## src/rtl/sorted_mask_pkg.sv

```systemverilog
// Shared types and helpers for the sorted-ID window mask block.
// Window bases are always aligned to the mask width.
package sorted_mask_pkg;

  typedef logic [31:0] data_t;

  localparam int DATA_WIDTH       = $bits(data_t);
  localparam int NUM_ELEMENTS_DEF = 8;
  localparam int MASK_WIDTH_DEF   = 16;

  typedef struct packed {
    data_t                     base_id;
    logic [MASK_WIDTH_DEF-1:0] mask;
  } win_mask_t;

  typedef enum logic [1:0] {
    REL_BELOW,
    REL_IN,
    REL_AHEAD
  } rel_e;

  function automatic data_t align_down(input data_t id, input int mw_log);
    data_t hi_mask;
    hi_mask = '1;
    hi_mask = hi_mask << mw_log;
    return id & hi_mask;
  endfunction

endpackage

```

## src/rtl/seq_window_match.sv

```systemverilog
// Per-lane classification of IDs against the current window base (purely combinational).
// Reports below/in/ahead per active lane, the in-window bit index, and the lowest ahead ID.
module seq_window_match
  import sorted_mask_pkg::*;
#(
  parameter int NUM_ELEMENTS = NUM_ELEMENTS_DEF,
  parameter int MASK_WIDTH   = MASK_WIDTH_DEF
) (
  input  logic [NUM_ELEMENTS*DATA_WIDTH-1:0]            lane_data,
  input  logic [NUM_ELEMENTS-1:0]                       lane_act,
  input  logic [DATA_WIDTH-1:0]                         base,
  output logic [NUM_ELEMENTS-1:0]                       below,
  output logic [NUM_ELEMENTS-1:0]                       in_win,
  output logic [NUM_ELEMENTS-1:0]                       ahead,
  output logic [NUM_ELEMENTS*$clog2(MASK_WIDTH)-1:0]    bit_idx,
  output logic [DATA_WIDTH-1:0]                         ahead_id
);

  localparam int MW_LOG = $clog2(MASK_WIDTH);

  data_t rel [NUM_ELEMENTS];
  rel_e  st  [NUM_ELEMENTS];

  // Modulo subtraction lets a window straddle the top of the ID space.
  always_comb begin
    for (int i = 0; i < NUM_ELEMENTS; i++) begin
      rel[i] = lane_data[i*DATA_WIDTH +: DATA_WIDTH] - base;
      if (rel[i][DATA_WIDTH-1]) begin
        st[i] = REL_BELOW;
      end else if (rel[i] < data_t'(MASK_WIDTH)) begin
        st[i] = REL_IN;
      end else begin
        st[i] = REL_AHEAD;
      end
    end
  end

  // Descending scan so the lowest-index ahead lane (the smallest ID) wins.
  always_comb begin
    below    = '0;
    in_win   = '0;
    ahead    = '0;
    bit_idx  = '0;
    ahead_id = '0;
    for (int i = NUM_ELEMENTS - 1; i >= 0; i--) begin
      if (lane_act[i]) begin
        below[i]  = (st[i] == REL_BELOW);
        in_win[i] = (st[i] == REL_IN);
        ahead[i]  = (st[i] == REL_AHEAD);
        bit_idx[i*MW_LOG +: MW_LOG] = rel[i][MW_LOG-1:0];
        if (st[i] == REL_AHEAD) begin
          ahead_id = lane_data[i*DATA_WIDTH +: DATA_WIDTH];
        end
      end
    end
  end

endmodule

```

## src/rtl/sorted_seq_window_mask.sv

```systemverilog
// Ascending-ID beats to {base_id, mask} windows; registered output, 1 mask/cycle, 1-cycle latency.
// A stalled output freezes all state; in_ready rises only once every kept lane of the beat is placed.
module sorted_seq_window_mask
  import sorted_mask_pkg::*;
#(
  parameter int NUM_ELEMENTS = NUM_ELEMENTS_DEF,
  parameter int MASK_WIDTH   = MASK_WIDTH_DEF,
  parameter int SKIP_EMPTY   = 0
) (
  input  logic                                 clk,
  input  logic                                 rst_n,
  input  logic [DATA_WIDTH-1:0]                cfg_start_id,
  input  logic [NUM_ELEMENTS*DATA_WIDTH-1:0]   in_data,
  input  logic [NUM_ELEMENTS-1:0]              in_keep,
  input  logic                                 in_last,
  input  logic                                 in_valid,
  output logic                                 in_ready,
  output logic [DATA_WIDTH+MASK_WIDTH-1:0]     out_data,
  output logic                                 out_keep,
  output logic                                 out_last,
  output logic                                 out_valid,
  input  logic                                 out_ready,
  output logic                                 err_order
);

  localparam int    MW_LOG  = $clog2(MASK_WIDTH);
  localparam data_t MW_STEP = data_t'(MASK_WIDTH);

  logic                    start_pending_q, start_pending_d;
  data_t                   base_q, base_d;
  logic [MASK_WIDTH-1:0]   acc_q, acc_d;
  logic [NUM_ELEMENTS-1:0] processed_q, processed_d;
  logic                    out_valid_q, out_valid_d;
  logic                    out_last_q, out_last_d;
  logic                    out_keep_q, out_keep_d;
  data_t                   out_base_q, out_base_d;
  logic [MASK_WIDTH-1:0]   out_mask_q, out_mask_d;
  logic                    err_q, err_d;

  logic                    out_slot_free;
  logic                    pending;
  logic                    advance;
  logic                    beat_done;
  logic                    any_ahead;
  logic                    close_win;
  data_t                   eff_base;
  data_t                   next_base;
  data_t                   ahead_id;
  logic [NUM_ELEMENTS-1:0] lane_act;
  logic [NUM_ELEMENTS-1:0] below;
  logic [NUM_ELEMENTS-1:0] in_win;
  logic [NUM_ELEMENTS-1:0] ahead;
  logic [NUM_ELEMENTS-1:0] cur_processed;
  logic [NUM_ELEMENTS*MW_LOG-1:0] bit_idx;
  logic [MASK_WIDTH-1:0]   cur;
  logic [MASK_WIDTH-1:0]   win_mask;

  assign out_slot_free = !out_valid_q || out_ready;

  // A last beat leaving this cycle re-arms the start, so a back-to-back stream picks up cfg_start_id.
  assign pending  = start_pending_q || (out_valid_q && out_last_q && out_ready);
  assign eff_base = pending ? align_down(cfg_start_id, MW_LOG) : base_q;

  // Lanes already placed in an earlier cycle of this beat must not be re-classified against a newer base.
  assign lane_act = in_keep & ~processed_q;

  seq_window_match #(
    .NUM_ELEMENTS (NUM_ELEMENTS),
    .MASK_WIDTH   (MASK_WIDTH)
  ) u_match (
    .lane_data (in_data),
    .lane_act  (lane_act),
    .base      (eff_base),
    .below     (below),
    .in_win    (in_win),
    .ahead     (ahead),
    .bit_idx   (bit_idx),
    .ahead_id  (ahead_id)
  );

  always_comb begin
    cur = '0;
    for (int i = 0; i < NUM_ELEMENTS; i++) begin
      if (in_win[i]) begin
        cur[bit_idx[i*MW_LOG +: MW_LOG]] = 1'b1;
      end
    end
  end

  assign any_ahead     = |ahead;
  assign cur_processed = below | in_win;
  assign beat_done     = ((processed_q | cur_processed) == in_keep);
  assign win_mask      = acc_q | cur;
  assign advance       = in_valid && out_slot_free;
  assign close_win     = advance && (any_ahead || win_mask[MASK_WIDTH-1] || (beat_done && in_last));
  assign in_ready      = in_valid && beat_done && out_slot_free;

  always_comb begin
    if ((SKIP_EMPTY != 0) && any_ahead) begin
      next_base = align_down(ahead_id, MW_LOG);
    end else begin
      next_base = eff_base + MW_STEP;
    end
  end

  always_comb begin
    start_pending_d = start_pending_q;
    base_d          = base_q;
    acc_d           = acc_q;
    processed_d     = processed_q;
    out_valid_d     = out_valid_q;
    out_last_d      = out_last_q;
    out_keep_d      = out_keep_q;
    out_base_d      = out_base_q;
    out_mask_d      = out_mask_q;
    err_d           = err_q;

    if (out_slot_free) begin
      out_valid_d     = 1'b0;
      out_last_d      = 1'b0;
      out_keep_d      = 1'b0;
      start_pending_d = pending;
      if (advance) begin
        start_pending_d = 1'b0;
        base_d          = eff_base;
        err_d           = err_q | (|below);
        processed_d     = beat_done ? '0 : (processed_q | cur_processed);
        if (close_win) begin
          out_valid_d = 1'b1;
          out_keep_d  = 1'b1;
          out_last_d  = beat_done && in_last;
          out_base_d  = eff_base;
          out_mask_d  = win_mask;
          acc_d       = '0;
          base_d      = next_base;
        end else begin
          acc_d = win_mask;
        end
      end
    end
  end

  always_ff @(posedge clk or negedge rst_n) begin
    if (!rst_n) begin
      start_pending_q <= 1'b1;
      base_q          <= '0;
      acc_q           <= '0;
      processed_q     <= '0;
      out_valid_q     <= 1'b0;
      out_last_q      <= 1'b0;
      out_keep_q      <= 1'b0;
      out_base_q      <= '0;
      out_mask_q      <= '0;
      err_q           <= 1'b0;
    end else begin
      start_pending_q <= start_pending_d;
      base_q          <= base_d;
      acc_q           <= acc_d;
      processed_q     <= processed_d;
      out_valid_q     <= out_valid_d;
      out_last_q      <= out_last_d;
      out_keep_q      <= out_keep_d;
      out_base_q      <= out_base_d;
      out_mask_q      <= out_mask_d;
      err_q           <= err_d;
    end
  end

  assign out_data  = {out_base_q, out_mask_q};
  assign out_keep  = out_keep_q;
  assign out_last  = out_last_q;
  assign out_valid = out_valid_q;
  assign err_order = err_q;

endmodule

```

## config.mk

```make
export PLATFORM = sky130hd
export DESIGN_NAME = sorted_seq_window_mask
export DESIGN_NICKNAME = d
export VERILOG_FILES = /design/src/rtl/sorted_mask_pkg.sv /design/src/rtl/seq_window_match.sv /design/src/rtl/sorted_seq_window_mask.sv
export SDC_FILE = /design/constraint.sdc
export NUM_CORES = 1
export LEC_CHECK = 0
export ABC_CLOCK_PERIOD_IN_PS = 21200
export BUFFER_PORTS_ARGS = -buffer_cell sky130_fd_sc_hd__buf_4
export CAP_MARGIN = 40
export CORE_MARGIN = 1
export CORE_UTILIZATION = 25
export DETAILED_ROUTE_END_ITERATION = 10
export SYNTH_ARGS = -nofsm -noshare
export SYNTH_HDL_FRONTEND = slang
export SYNTH_SLANG_ARGS = --single-unit
```

## constraint.sdc

```tcl
create_clock -name clk -period 21.2 [get_ports clk]
set_input_delay 4.24 -clock clk [delete_from_list [all_inputs] [get_ports clk]]
set_output_delay 4.24 -clock clk [all_outputs]
set_load 0.005 [all_outputs]
```

== Yosys cells after proc, flatten, opt, wreduce, memory -nomap -nowiden ==
Cells that the tools add are included.
Operators by class
  order comparisons: 24
  reduce and logical (&&, ||, !) cells: 32
  bitwise operators: 13
  $add $sub $neg: 9
  mux-type cells: 81
  eq/ne operators: 17
Operator list (count)
  32-bit by 5-bit < comparator with 1-bit output, second input constant: 8
  32-bit subtractor: 8
  16-bit 2-to-1 mux: 9
  16-bit bitwise OR: 8
  32-bit 2-to-1 mux: 2
  4-bit by 5-bit < comparator with 1-bit output, second input constant: 8
  1-bit 2-to-1 mux: 37
  32-bit by 5-bit adder with 32-bit output, second input constant: 1
  1-bit demux with 4-bit select: 8
  4-bit by 1-bit greater-or-equal comparator with 1-bit output, second input constant: 8
  2-bit 2-to-1 mux: 16
  4-bit 2-to-1 mux: 8
  2-bit by 1-bit equality test with 1-bit output, second input constant: 8
  2-bit equality test, second input constant: 8
  2-bit logical NOT: 8
  8-bit bitwise OR: 2
  8-bit OR reduction: 2
  1-bit logical AND: 15
  8-bit bitwise AND: 1
  8-bit equality test: 1
  8-bit 2-to-1 mux: 1
  8-bit inverter: 1
  1-bit logical OR: 4
  3-bit AND reduction: 1
  3 further kinds: 3
Storage, ports and cells
  logic and storage cells: 185
  flip-flop bits (word level): 108
  bits of input ports: 301
  output and inout bits: 53

== Longest topological paths before layout ==
  word-level depth: 31
  depth in mapped cells: 31
  gate-level depth less buffers: 22

== Hierarchy ==
A second synthesis with hierarchy kept.
Second synthesis, totals
  cells, all modules: 3737
  area total of the unflattened synthesis: 26063.7 µm²
By module, submodules not included
  seq_window_match: cells each 2834, instances 1, area an instance 18785.5 µm², seq. area each 0.0 µm²
  sorted_seq_window_mask: cells each 903, instances 1, area an instance 7278.2 µm², seq. area each 2703.8 µm²

== Worst setup path after synthesis ==
OpenSTA, ideal clock, no wires.
  path type: input -> output
  start point: input port out_ready
  end point: output port in_ready
  buffers on the path: 6
  arrival time: 10708 ps
  setup slack: 6252 ps
  data required time: 16960 ps
  stages: 22
  cell sequence: a31oi_2 > buf_2 > clkbuf_1 > clkbuf_1 > clkbuf_1 > clkbuf_1 > nand2_1 > ha_1 > nor2b_1 > o31a_1 > o31a_1 > o211a_1 > o2111a_1 > nor4_4 > nor3_1 > or4_4 > or4_4 > nor4_4 > o22ai_1 > nor4_2 > and4_1 > clkbuf_1
Between the ends
  word-level cells in the longest chain between the ends: 14
  elaborated cells between the ends (all ways): 73
  classes of those cells: add/sub: 8; order compare: 8; eq/ne: 9; mux: 33; bitwise: 2; reduce/logical: 13
Ends and longest elaborated chain
  start, declared: RTL line sorted_seq_window_mask.sv:22  | input logic out_ready,
  1-bit logical AND: RTL line sorted_seq_window_mask.sv:61  | assign pending = start_pending_q || (out_valid_q && out_last_q && out_ready);
  1-bit logical OR: RTL line sorted_seq_window_mask.sv:61
  32-bit 2-to-1 mux: RTL line sorted_seq_window_mask.sv:62  | assign eff_base = pending ? align_down(cfg_start_id, MW_LOG) : base_q;
  32-bit subtractor: RTL line seq_window_match.sv:27  | rel[i] = lane_data[i*DATA_WIDTH +: DATA_WIDTH] - base;
  32-bit by 5-bit < comparator with 1-bit output: RTL line seq_window_match.sv:30  | end else if (rel[i] < data_t'(MASK_WIDTH)) begin
  2-bit 2-to-1 mux: RTL line seq_window_match.sv:30
  2-bit 2-to-1 mux: RTL line seq_window_match.sv:28  | if (rel[i][DATA_WIDTH-1]) begin
  2-bit by 1-bit equality test with 1-bit output / 2-bit logical NOT (equally long branches): RTL line seq_window_match.sv:48, seq_window_match.sv:47
  1-bit 2-to-1 mux: RTL line seq_window_match.sv:46  | if (lane_act[i]) begin
  8-bit bitwise OR: RTL line sorted_seq_window_mask.sv:91  | assign cur_processed = below | in_win;
  8-bit bitwise OR: RTL line sorted_seq_window_mask.sv:92  | assign beat_done = ((processed_q | cur_processed) == in_keep);
  8-bit equality test: RTL line sorted_seq_window_mask.sv:92
  1-bit logical AND: RTL line sorted_seq_window_mask.sv:96  | assign in_ready = in_valid && beat_done && out_slot_free;
  1-bit logical AND (*): RTL line sorted_seq_window_mask.sv:96
  end, declared: RTL line sorted_seq_window_mask.sv:17  | output logic in_ready,
Every way passes the cells marked *; elsewhere a longest branch is shown, timed or not.

== Final worst setup path ==
Ends and elaborated chain as after synthesis.

==> run_results.csv <==
group,metric,value,unit
status,outcome,"complete, no violations",
global_routing,grt_start_max_net_pins,77,
setup_path,critPathLaunchType,"input pin",
setup_path,worstPathArrival,11.42,ns
die,die_x,317,um
min_path,min_path_cells,2,
pwr,power_leakage,0.0113,uW
setup_path,path_max_fanout,23,
routing,drt_wl_total,127,mm
setup_path,critPathKind,"in2out",
timing,clock_skew,0.0134,ns
routing,ant_nets,0,
timing,finalWorstSetupSlack,5.54,ns
synthesis,avgSynthCellArea,7.02,sq um
layout,nets,4256,
clock_network,htree_levels,3,
setup_path,cp-end-kind,"primary output",
global_routing,grt_pass1_vias,27395,
timing,tightest_slew,0.946,ns
die,rows,115,
timing,hold_ws,0.492,ns
clock_network,numCtsBuffers,9,
synthesis,synthCells,3525,
timing,final_hold_viol_count,0,
pwr,p_per_area,119,nW/um^2
layout,layout_common_cells,"buf_4, nand2_1, a21oi_1",
clock_network,path_clk_slew,0.10,ns
clock_network,cts_resized,0,
global_routing,grt_usage,24.4,%
layout,final_util,29.6,%
placed_design,gp_congestion,0.992,
synthesis,syn_nets,4023,
setup_path,critPathSlowestCell,"mux2i_4",
routing,drtIter0Drc,2823,
clock_network,clk_latency,0.37,ns
placed_design,post-place-ws,5.47,ns
routing,vias,29469,
flow_run,drv_cap,0,
synthesis,syn_area,24800,sq um
placed_design,portBuffers,349,
clock_network,cts_buffer_depth,2,
die,dieArea,100000,sq um
layout,drive_above_1_share,14.7,%
synthesis,yosys_most_used_dff,"dfrtp_1",
placed_design,dp_hpwl,103,mm
setup_path,path_cells,"buf_4 -> a31oi_4 -> buf_4 -> mux2i_4 -> buf_4 -> ha_1 -> a21oi_1 -> o21ai_0 -> mux2i_1 -> a2111oi_0 -> o2111ai_1 -> a211o_1 -> nor3_1 -> o2111ai_1 -> or4_4 -> nor4_4 -> o22ai_1 -> nor4_2 -> and4_1 -> buf_4",
setup_path,r2r_cells,22,
setup_path,cp.depth,20,
setup_path,worstPathRequired,16.96,ns
synthesis,ys_warn_count,0,
timing,rsz0062_at_grt,"false",
timing,tns,0,ns
routing,firstDrtPassIters,9,
synthesis,ys_async_sr_fraction,100,%
pwr,peakVddDrop,0.0333,mV
synthesis,synth_cell_types,114,
synthesis,ys_ff_latch,108,
die,start_util,25.2,%
synthesis,seq_area_frac_synth,10.9,%
pwr,power,3460,uW
clock_network,cts_root_buf,"clkbuf_16",
setup_path,critPathBufInv,4,
global_routing,grt_pass1_wl,182,mm
routing,detail_route.wl_per_cell,25.0,um
setup_path,slowest_delay,0.74,ns
die,core-area,98300,sq um
timing,relSlewSlack,35.3,%
global_routing,antenna_found_initial,39,
clock_network,clock_sinks,108,
routing,via_per_inst,5.82,
min_path,hold_class,"reg2reg",
timing,setup_viol,0,
timing,fin_crit,15.66,ns
timing,fmax,63.8,MHz
setup_path,critPathTopFamily,"compound AO/OA/AOI/OAI gates",
synthesis,synth_edf_count,0,
routing,drt_drc_violations_left,0,
timing,fin_crit_sh,73.9,%
clock_network,cts_tree,"built",
layout,layout_commonest_cell,"buf_4",
die,io_pins,354,
setup_path,cp_common_cell,"buf_4",
global_routing,grt_overflow,0,
layout,area_delta_synth_final,17.4,%
die,die_h,317,um
timing,final_max_slew_viol_count,0,
clock_network,cts_hold_buf,0,
clock_network,postCtsSetupRepairBufs,0,
-- power breakdown --
| part | leakage [uW] | switching, uW | internal (uW) | total (uW) |
|---|---|---|---|---|
| sequential | 0.00137 | 53.6 | 270 | 324 |
| combinational | 0.00977 | 1900 | 1040 | 2940 |
| clock | 0.000151 | 103 | 85.9 | 189 |
-- through the flow --
stage	instances	area, sq um
after detailed placement	5033	28700
after CTS	5049	29000
final	5062	29100
after global placement	5029	28700
after floorplan	3525	24800
after global routing	5058	29100
-- worst min-delay path, stage by stage (launching register included) --
cell	delay [ns]
dfrtp_1	0.35
nand2_1	0.05
o21ai_0	0.06
-- final cells by class --
class                      instances  area, sq um
antenna                           12         30.0
clock buffer                       9          225
clock inverter                     7         86.3
fill                           10808        69200
inverter                         138          523
multi-input combinational       3100        20900
sequential                       108         2700
tap                             1287         1610
timing repair buffer             401         3020
-- routing by layer --
layer | part of all wire (%) | wire, um | track usage, % | vias to the layer above
li1 | - | - | - | 13884
met1 | 42 | 53200 | 32.0 | 14003
met2 | 45 | 56900 | 39.2 | 1310
met3 | 9.0 | 11400 | 5.30 | 224
met4 | 3.8 | 4780 | 8.06 | 48
met5 | 0.23 | 293 | 0 | -
-- cell usage after synthesis, types with 39 or more instances --
cell,instances,area (sq um)
a21oi_1,327,1640
and3_1,46,288
o211ai_1,51,383
clkbuf_1,131,492
xor2_1,56,490
a211oi_1,56,420
and2_1,40,250
nand3_1,101,505
nand2_1,391,1470
nand2b_1,39,244
o21ai_0,201,1010
nor4_1,47,294
xnor2_1,180,1580
ha_1,189,2360
nor3_1,100,500
a21o_1,110,826
inv_1,135,507
dfrtp_1,107,2680
a31oi_1,41,257
nand4_1,73,457
nor2_1,308,1160
-- worst paths after layout --
kind                                 start  slack [ns]        endpoint
worst max-delay path             out_ready        5.54        in_ready
worst max register to register    out_keep       11.76   out_mask_q[5]
max in group asynchronous            rst_n       15.99  processed_q[5]
min in group asynchronous            rst_n        3.95  out_base_q[25]
worst min register to register  base_q[27]        0.49      base_q[27]
worst min-delay path            base_q[27]        0.49      base_q[27]
-- state kept, by name, summed over array words and instances (netlist names) --
| register | flops |
|---|---|
| err_order | 1 |
| out_last | 1 |
| processed_q | 8 |
| out_base_q | 32 |
| acc_q | 16 |
| out_keep | 1 |
| start_pending_q | 1 |
| out_mask_q | 16 |
| base_q | 32 |
-- cells by family after synthesis --
logic type	after synthesis	share of synthesized area, %
DFF	108	10.9
buffers and inverters	317	5.38
xor gates and xnor gates	237	8.42
and+or+nand+nor	1311	26.0
adders and majority gates	217	11.0
AOI/OAI and AO/OA	1273	35.5
muxes	62	2.75
Power figures use the tool's default switching activity.
